**config.mk**
```make
export PLATFORM = sky130hd
export DESIGN_NAME = mux_scan_serializer_flat
export DESIGN_NICKNAME = d
export VERILOG_FILES = /design/src/rtl/mux_scan_serializer_if.sv /design/src/rtl/mux_scan_serializer.sv /design/src/flat_wrapper.sv
export SDC_FILE = /design/constraint.sdc
export NUM_CORES = 1
export LEC_CHECK = 0
export BUFFER_PORTS_ARGS = -buffer_cell sky130_fd_sc_hd__buf_4
export CAP_MARGIN = 40
export CORE_MARGIN = 2
export CORE_UTILIZATION = 49
export CTS_CLUSTER_SIZE = 10
export DETAILED_ROUTE_END_ITERATION = 8
export PLACE_DENSITY = 0.81
export SYNTH_ARGS = -nofsm -noshare
export SYNTH_HDL_FRONTEND = slang
export SYNTH_SLANG_ARGS = --single-unit
```
**constraint.sdc**
```tcl
create_clock -name clk -period 3.8 [get_ports clk]
set_input_delay 0.76 -clock clk [delete_from_list [all_inputs] [get_ports clk]]
set_output_delay 0.76 -clock clk [all_outputs]
set_load 0.02 [all_outputs]
```
**src/rtl/mux_scan_serializer_if.sv**
```systemverilog
// Load/serial stream signals between mux_scan_serializer and its neighbours.
// master: the upstream/downstream side; slave: the serializer itself.
interface mux_scan_serializer_if;
  logic       load_valid;
  logic [7:0] load_data;
  logic       load_ready;
  logic       ser_bit;
  logic       ser_valid;
  logic       ser_last;
  logic       ser_ready;

  modport master (
    output load_valid, load_data, ser_ready,
    input  load_ready, ser_bit, ser_valid, ser_last
  );

  modport slave (
    input  load_valid, load_data, ser_ready,
    output load_ready, ser_bit, ser_valid, ser_last
  );
endinterface

```
**src/rtl/mux_scan_serializer.sv**
```systemverilog
// Serializes an 8-bit word by stepping the select of an external 8:1 mux.
// The word and select are registered here; the mux output comes back on mux_y
// and is forwarded unchanged as the serial bit.
//
// state | meaning
// IDLE  | waiting for a word (load_ready high once out of reset)
// SCAN  | word held in mux_d, one bit offered per select value
module mux_scan_serializer #(
  parameter int MSB_FIRST = 0,
  parameter int CNT_W     = 8
) (
  input  logic                  clk,
  input  logic                  rst_n,
  mux_scan_serializer_if.slave  bus,
  output logic [7:0]            mux_d,
  output logic [2:0]            mux_s,
  input  logic                  mux_y,
  output logic                  busy,
  output logic [CNT_W-1:0]      word_cnt
);

  typedef enum logic {IDLE = 1'b0, SCAN = 1'b1} state_t;

  localparam logic [2:0] FIRST_SEL = (MSB_FIRST != 0) ? 3'd7 : 3'd0;
  localparam logic [2:0] LAST_SEL  = (MSB_FIRST != 0) ? 3'd0 : 3'd7;

  state_t           state_q, state_d;
  logic             armed_q;
  logic [7:0]       mux_d_q;
  logic [2:0]       mux_s_q;
  logic [CNT_W-1:0] word_cnt_q;
  logic             load_fire;
  logic             xfer;
  logic             last;

  // State register; armed_q keeps load_ready low until the first edge after reset.
  always_ff @(posedge clk or negedge rst_n) begin
    if (!rst_n) begin
      state_q <= IDLE;
      armed_q <= 1'b0;
    end else begin
      state_q <= state_d;
      armed_q <= 1'b1;
    end
  end

  // Next-state and handshake outputs.
  always_comb begin
    state_d        = state_q;
    bus.load_ready = 1'b0;
    bus.ser_valid  = 1'b0;
    busy           = 1'b0;
    last           = 1'b0;
    load_fire      = 1'b0;
    xfer           = 1'b0;
    case (state_q)
      IDLE: begin
        bus.load_ready = armed_q;
        if (armed_q && bus.load_valid) begin
          load_fire = 1'b1;
          state_d   = SCAN;
        end
      end
      SCAN: begin
        bus.ser_valid = 1'b1;
        busy          = 1'b1;
        last          = (mux_s_q == LAST_SEL);
        if (bus.ser_ready) begin
          xfer = 1'b1;
          if (last) state_d = IDLE;
        end
      end
      default: state_d = IDLE;
    endcase
  end

  // Word/select/counter datapath; select stays on its final value after the last bit.
  always_ff @(posedge clk or negedge rst_n) begin
    if (!rst_n) begin
      mux_d_q    <= 8'd0;
      mux_s_q    <= 3'd0;
      word_cnt_q <= '0;
    end else if (load_fire) begin
      mux_d_q <= bus.load_data;
      mux_s_q <= FIRST_SEL;
    end else if (xfer) begin
      if (last) begin
        word_cnt_q <= word_cnt_q + CNT_W'(1);
      end else if (MSB_FIRST != 0) begin
        mux_s_q <= mux_s_q - 3'd1;
      end else begin
        mux_s_q <= mux_s_q + 3'd1;
      end
    end
  end

  assign mux_d        = mux_d_q;
  assign mux_s        = mux_s_q;
  assign word_cnt     = word_cnt_q;
  assign bus.ser_bit  = mux_y;
  assign bus.ser_last = last;

endmodule

```
**src/flat_wrapper.sv**
```systemverilog
// flat-port wrapper written by rule: the top's interface ports become plain ports
module mux_scan_serializer_flat 
#(
  parameter int MSB_FIRST = 0,
  parameter int CNT_W     = 8
)
  (clk, rst_n, mux_d, mux_s, mux_y, busy, word_cnt, bus_load_valid, bus_load_data, bus_ser_ready, bus_load_ready, bus_ser_bit, bus_ser_valid, bus_ser_last);
  mux_scan_serializer_if bus_i ();
  input  logic clk;
  input  logic rst_n;
  output logic [7:0] mux_d;
  output logic [2:0] mux_s;
  input  logic mux_y;
  output logic busy;
  output logic [CNT_W-1:0] word_cnt;
  input wire logic [$bits(bus_i.load_valid)-1:0] bus_load_valid;
  input wire logic [$bits(bus_i.load_data)-1:0] bus_load_data;
  input wire logic [$bits(bus_i.ser_ready)-1:0] bus_ser_ready;
  output wire logic [$bits(bus_i.load_ready)-1:0] bus_load_ready;
  output wire logic [$bits(bus_i.ser_bit)-1:0] bus_ser_bit;
  output wire logic [$bits(bus_i.ser_valid)-1:0] bus_ser_valid;
  output wire logic [$bits(bus_i.ser_last)-1:0] bus_ser_last;
  assign bus_i.load_valid = bus_load_valid;
  assign bus_i.load_data = bus_load_data;
  assign bus_i.ser_ready = bus_ser_ready;
  assign bus_load_ready = bus_i.load_ready;
  assign bus_ser_bit = bus_i.ser_bit;
  assign bus_ser_valid = bus_i.ser_valid;
  assign bus_ser_last = bus_i.ser_last;
  mux_scan_serializer #(.MSB_FIRST(MSB_FIRST), .CNT_W(CNT_W)) u_core (.clk(clk), .rst_n(rst_n), .bus(bus_i), .mux_d(mux_d), .mux_s(mux_s), .mux_y(mux_y), .busy(busy), .word_cnt(word_cnt));
endmodule
```
======== Word level (Yosys, flattened, before mapping) ========
Cells that the tools add are included.
word-level totals
  logic and storage cells ................. 28
  register bits ........................... 21
operators by class
  bitwise gates (word level) .............. 2
  eq/ne operators ......................... 2
  add/subtract/negate cells ............... 2
  reductions and logical operators ........ 4
  muxes and demuxes ....................... 13
operators with widths
  kind                                                    number
  two-way mux 1 bit                                       9
  two-way mux 3 bit                                       3
  adder 8 x 1 -> 8 bit (second input constant)            1
  adder 3 x 1 -> 3 bit (second input constant)            1
  equality test 3 bit (second input constant)             1
  AND reduction 3 bit                                     1
  inequality test 2 x 1 -> 1 bit (second input constant)  1
  inverter 1 bit                                          2
  one-hot mux 1 bit (2 select lines)                      1
  AND reduction 2 bit                                     1
  nonzero test 2 bit                                      1
  logical AND 1 bit                                       1

======== Logic depth before layout (Yosys ltp) ========
Gate-level depths: netlist of run 1.
  depth after elaboration ................. 5
  depth in mapped cells ................... 6
  mapped depth without buffers ............ 5

======== Worst setup path before layout of run 1 ========
OpenSTA, ideal clock, no wires.
  path kind ............................... register to output
  from .................................... register u_core.mux_s_q[0], in the netlist u_core.mux_s[0]
  to ...................................... output bus_ser_last
  arrival time ............................ 1.087 ns
  stages on the path, launching flop included .. 4
  path buffers ............................ 0
  required time ........................... 3.040 ns
  slack ................................... 1.953 ns
  cell sequence ........................... dfrtp_1 -> ha_1 -> ha_1 -> and2_2
on the way
  word-level cells in the longest chain between the ends .. 2
RTL lines
  item                    RTL line                   RTL
  from (decl)             mux_scan_serializer.sv:30  logic [2:0] mux_s_q;
  from (signal assigned)  mux_scan_serializer.sv:90  mux_s_q <= mux_s_q - 3'd1;
  from (signal assigned)  mux_scan_serializer.sv:92  mux_s_q <= mux_s_q + 3'd1;
  equality test 3 bit     mux_scan_serializer.sv:67  last = (mux_s_q == LAST_SEL);
  two-way mux 1 bit       mux_scan_serializer.sv:56  case (state_q)
  to (decl)               flat_wrapper.sv:22         output wire logic [$bits(bus_i.ser_last)-1:0] bus_ser_last;
Every way passes these cells.

======== Worst setup path after layout of run 1 ========
Ends and elaborated chain as after synthesis.

==> results of run 1 <==
## metrics by stage
step	setup WS, ns	instances
2_1_floorplan	1.95	64
6_report	1.60	124
4_1_cts	1.58	124
3_3_place_gp	1.95	120
3_5_place_dp	1.93	120
5_1_grt	1.52	124
## power breakdown
part,switching [mW],internal [mW]
combinational,0.189,0.188
sequential,0.0610,0.297
clock,0.0636,0.0391
## path summary, 6_finish.rpt
kind	start	endpoint	slack (ns)
min reg2reg	u_core.word_cnt[7]$_DFFE_PN0P_	u_core.word_cnt[7]$_DFFE_PN0P_	0.51
min in group clk	u_core.word_cnt[7]$_DFFE_PN0P_	u_core.word_cnt[7]$_DFFE_PN0P_	0.51
max in group asynchronous	rst_n	u_core.mux_d[7]$_DFFE_PN0P_	3.26
max reg2reg	u_core.mux_s[0]$_DFFE_PN0P_	u_core.word_cnt[1]$_DFFE_PN0P_	2.21
min	rst_n	u_core.word_cnt[7]$_DFFE_PN0P_	0.32
max	u_core.mux_s[0]$_DFFE_PN0P_	bus_ser_last	1.60
## sequential cells by signal (all words and copies together) (netlist names)
signal and count:
u_core.state_q 1, u_core.mux_d 8, u_core.mux_s 3, u_core.armed_q 1
u_core.word_cnt 8
## per-layer routing
| layer | share of wire [%] | track usage [%] | up-vias |
|---|---|---|---|
| li1 | - | - | 291 |
| met1 | 38 | 18.5 | 295 |
| met2 | 55 | 29.3 | 21 |
| met3 | 5.5 | 2.69 | 2 |
| met4 | 1.4 | 10.0 | 0 |
| met5 | 0 | 0 | - |
## area by class of cell
| type | instances | area (sq um) |
|---|---|---|
| clock buffer | 3 | 22.5 |
| clock inverter | 1 | 5.00 |
| fill | 138 | 539 |
| timing repair buffer | 34 | 255 |
| tap | 25 | 31.3 |
| multi-input combinational | 40 | 348 |
| sequential | 21 | 526 |
## placed cells by master (no fill, tap or decap), types with 2 or more instances in the layout
master and count:
a22o_1 2, and3_1 2, clkbuf_4 3, buf_4 34, dfrtp_1 21, nor2_1 2, ha_1 3, mux2_2 10
xnor2_1 6, nand4_1 4, nand2_1 2
## worst max-delay path, stage by stage, from the launching register on
cell	delay, ns
dfrtp_1	0.42
ha_1	0.21
ha_1	0.21
and2_2	0.17
buf_4	0.15
## kinds of logic (layout without fill, tap and decap cells)
logic type | count (synthesis) | after routing | share of synthesized area (%)
fa+ha+maj | 3 | 3 | 4.17
simple gates | 15 | 15 | 11.4
other cells | 1 | 1 | 0.417
flops | 21 | 21 | 58.4
compound gates | 4 | 4 | 3.34
buf+inv | 3 | 38 | 2.92
xor+xnor | 7 | 7 | 6.82
mux | 10 | 10 | 12.5
==> out/results.ini, run 1 <==
[status]
status=finished, final reports clean

[timing]
max_freq_ghz=0.454
skew_ns=0.00510
fin_crit_sh_pct=57.9
rsz0062_at_grt=no
holdWs_ns=0.319
slew_viol_final=0
tns_ns=0
hold_violations=0
setup_viol=0
min_period_ns=2.20

[route]
drtIter0Drc=7
antenna_left=0
wl_per_cell_um=13.6
wirelength_um=1680
first_pass_iters=4
viasPerCell=4.91
drc=0
vias=609

[power_and_ir_drop]
peakVddDrop_mv=0.482
p_leak_nw=0.611
powerDensity_nw_per_um2=705
p_total_mw=0.838

[logic_synthesis]
synth_cell_types=20
synth_common_cells=dfrtp_1 (21), mux2_2 (10), xnor2_1 (6)
syn_nets=80
synthArstFlopShare_pct=100
ys.warnings.count=0
ys_ff_latch=21
synth.most_common_cell=dfrtp_1
synthTopCellsByArea=dfrtp_1 (58%), mux2_2 (13%), xnor2_1 (5.8%)
synth_top_area_share_pct=58.4
synth-edff-count=0
netlist_area_sq_um=900
synth_seq_area_share_pct=58.4
avgSynthCellArea_sq_um=14.1
synth_flop_cell=dfrtp_1
synthCells=64
synth_top_cell_by_area=dfrtp_1

[place]
placed_area_sq_um=1160
hpwl_um=1320
portBuffers=34
place_congestion=0.722

[layout]
area_delta_synth_final_pct=32.0
stdcell_area_sq_um=1190
drive_above_1_share_pct=51.5
post-route-util_pct=68.8
fin_nets=116
num_antenna_cells=0

[global_routing]
grt_start_max_net_pins=22
grt_pass1_wl_um=2450
grt_pass1_vias=590
antenna_found_initial=0
gr-total-overflow=0
grt_usage_pct=16.5

[critical_path]
worst_ep_arrival_time_ns=1.44
required_ns=3.04
r2r_cells=4
cp_max_fo=4
setup.worst_path.class=flip-flop to output pin
crit_path_end_kind=output pin
startpoint_type=flip-flop

[floorplanning]
die_x_um=46.8
placementRows=15
die-area_sq_um=2190
start_util_pct=52.1
core_area_sq_um=1730
ioPinCount=37
dieHeight_um=46.8

[cts]
cts_tree=built
numCtsBuffers=3
htreeDepth=1
cts_root_buffer=clkbuf_4
clkSinkCount=21
postCtsSetupRepairBufs=0
postCtsHoldBufs=0
clk_path_buf_depth=2
cts.clk_slew.worst_paths_ns=0.11
insertion_delay_ns=0.29
ctsResizeCount=0

[min_path]
hold_path.class=primary input to asynchronous set/reset pin

[job]
cap_violations=0

No activity file was read; power rests on OpenSTA's default activity.
==> inputs of run 2 (changes only) <==
Settings changed: ABC_AREA from default to 1, CORE_ASPECT_RATIO from default to 1.5, CORE_UTILIZATION 49 to 47, PLACE_DENSITY 0.81 to 0.77.
Clock period 3.8 ns to 2.2 ns, I/O delays scaled along.
==> run 2 against run 1 <==
Net effect: combinational power up 110%; flip-flop and latch count did not move; clock skew decreased by 0.0017 ns; sequential share of layout area shrank 3.4 points; critical path depth rose by 1; cell area grew 8.2%; sequential power increased by 82%; area after synthesis is 12% higher; final cell count rose by 35%; non-clock buffer count unchanged; total power rose by 93%; register-to-register slack got worse by 1.4 ns; largest cell class unchanged; largest power group unchanged.
==> out/results.ini, run 2 <==
[layout]
stdcell_area_sq_um=1280
mostFrequentLayoutCells=buf_4 (34), nand2_1 (31), dfrtp_1 (21)
fin_nets=163
area_delta_synth_final_pct=27.7
num_antenna_cells=0
drive_above_1_share_pct=30.1
final_common_cell=buf_4

[critical_path]
worstSetupStartpoint=u_core.mux_s[0]$_DFFE_PN0P_
setup.worst_path.class=flip-flop to output pin
cp_max_fo=3
reg2reg_to=u_core.mux_s[2]$_DFFE_PN0P_
reg2reg_slack_ns=0.78
startpoint_type=flip-flop
worst_ep_arrival_time_ns=1.46
endpoint=bus_ser_last
crit_path_end_kind=output pin
cpMaxStageDelayCell=dfrtp_1
cpMostUsedCell=ha_1
cp_slowest_stage_delay_ns=0.41
r2r_start=u_core.mux_s[0]$_DFFE_PN0P_
r2r_cells=7
path_cells=ha_1 > ha_1 > nand2_2 > inv_1 > buf_4
required_ns=1.76

[logic_synthesis]
synth_cell_types=19
synthTopCellsByArea=dfrtp_1 (52%), nand2_1 (12%), nand3_1 (7.5%)
synth_seq_area_share_pct=52.2
ys_ff_latch=21
synthCells=112
synth_common_cells=nand2_1 (31), dfrtp_1 (21), nand3_1 (15)
synth-edff-count=0
synth.most_common_cell=nand2_1
synth_top_cell_by_area=dfrtp_1
avgSynthCellArea_sq_um=8.98
netlist_area_sq_um=1010
ys.warnings.count=0
synth_flop_cell=dfrtp_1
synth_top_area_share_pct=52.2
syn_nets=128
synthArstFlopShare_pct=100

[global_routing]
antenna_found_initial=0
gr-total-overflow=0
grt_pass1_wl_um=3240
grt_usage_pct=16.7
grt_start_max_net_pins=22
grt_pass1_vias=798

[timing]
min_period_ns=1.90
skew_ns=0.00338
fin_crit_sh_pct=86.3
tns_ns=0
slew_viol_final=0
setup_viol=0
hold_violations=0
max_freq_ghz=0.527
rsz0062_at_grt=no

[place]
portBuffers=34
place_congestion=0.778
placed_area_sq_um=1260
hpwl_um=1490

[route]
vias=812
top_layer_used=met3
drc=0
dr_wl_met2_um=962
wirelength_um=1860
met3_length_um=140
wl_met1_um=759
antenna_left=0
drtIter0Drc=12
viasPerCell=4.83
first_pass_iters=4
wl_per_cell_um=11.1

[cts]
htreeDepth=1
ctsResizeCount=0
clkSinkCount=21
insertion_delay_ns=0.30
clk_path_buf_depth=2
postCtsSetupRepairBufs=0
cts_root_buffer=clkbuf_4
cts_tree=built
postCtsHoldBufs=0
numCtsBuffers=3
cts.clk_slew.worst_paths_ns=0.11

[floorplanning]
placementRows=20
die_x_um=41.8
dieHeight_um=60.7
core_area_sq_um=2030
ioPinCount=37
start_util_pct=49.6
die-area_sq_um=2530

[power_and_ir_drop]
p_sw_mw=0.693
powerDensity_nw_per_um2=1260
p_comb_share_pct=48.4
p_int_mw=0.921
clockPowerShare_pct=11.1
peakVddDrop_mv=0.721
swShare_pct=42.9
p_leak_nw=0.702
power_frac_seq_pct=40.5

[job]
cap_violations=0

[status]
status=finished, final reports clean

[min_path]
hold_path.class=primary input to asynchronous set/reset pin

-- run 2: kinds of logic (layout without fill, tap and decap cells) --
| group | after synthesis | count (layout) | share of synthesized area, % |
|---|---|---|---|
| simple gates | 61 | 61 | 29.9 |
| xor+xnor | 4 | 4 | 3.48 |
| buf+inv | 17 | 51 | 7.84 |
| fa+ha+maj | 3 | 3 | 3.73 |
| other cells | 1 | 1 | 0.373 |
| flops | 21 | 21 | 52.2 |
| compound gates | 5 | 5 | 2.49 |
-- run 2: how the worst min path moves through the flow --
stage	from	end	slack, ns
global route	rst_n	u_core.word_cnt[2]$_DFFE_PN0P_	0.003
detailed placement	rst_n	u_core.word_cnt[2]$_DFFE_PN0P_	0.34
global placement	rst_n	u_core.word_cnt[1]$_DFFE_PN0P_	0.34
floorplan	rst_n	u_core.armed_q$_DFF_PN0_	0.14
CTS	rst_n	u_core.word_cnt[2]$_DFFE_PN0P_	0.001
finish	rst_n	u_core.state_q$_DFF_PN0_	0.003
-- run 2: stage by stage --
step	cells	hold slack, ns	power (mW)	setup WS (ns)	utilization, %
6_report	168	0.00310	1.61	0.302	63.4
3_5_place_dp	164	0.340	1.46	0.629	62.1
2_1_floorplan	112	0.144	1.13	0.645	-
4_1_cts	168	0.00143	1.64	0.275	63.4
3_3_place_gp	164	0.337	1.42	0.664	62.1
5_1_grt	168	0.00344	1.74	0.184	63.4
-- run 2: final cells by class --
cell class | count | area (sq um)
repair buffers | 34 | 255
flip-flops and latches | 21 | 526
clock buffers | 4 | 26.3
multi-input cells | 74 | 402
fillers | 177 | 742
inverters | 13 | 48.8
well taps | 22 | 27.5
-- run 2: per-layer routing --
metal | GRT usage, % | up-vias
li1 | - | 414
met1 | 19.4 | 366
met2 | 31.3 | 32
met3 | 2.38 | 0
met4 | 6.45 | 0
met5 | 0 | -
-- run 2: critical path, delay by kind of cell, from the launching register on --
| family | cells | cell delay (ns) |
|---|---|---|
| buffers and inverters | 2 | 0.19 |
| DFF | 1 | 0.41 |
| adders and majority gates | 2 | 0.45 |
| and+or+nand+nor | 1 | 0.11 |
-- run 2: power groups by stage --
stage	Sequential, mW	Clock, mW	Combinational [mW]
finish	0.653	0.179	0.782
global route	0.678	0.201	0.861
CTS	0.655	0.189	0.798
detailed placement	0.660	0	0.797
global placement	0.648	0	0.774
floorplan	0.807	0	0.319
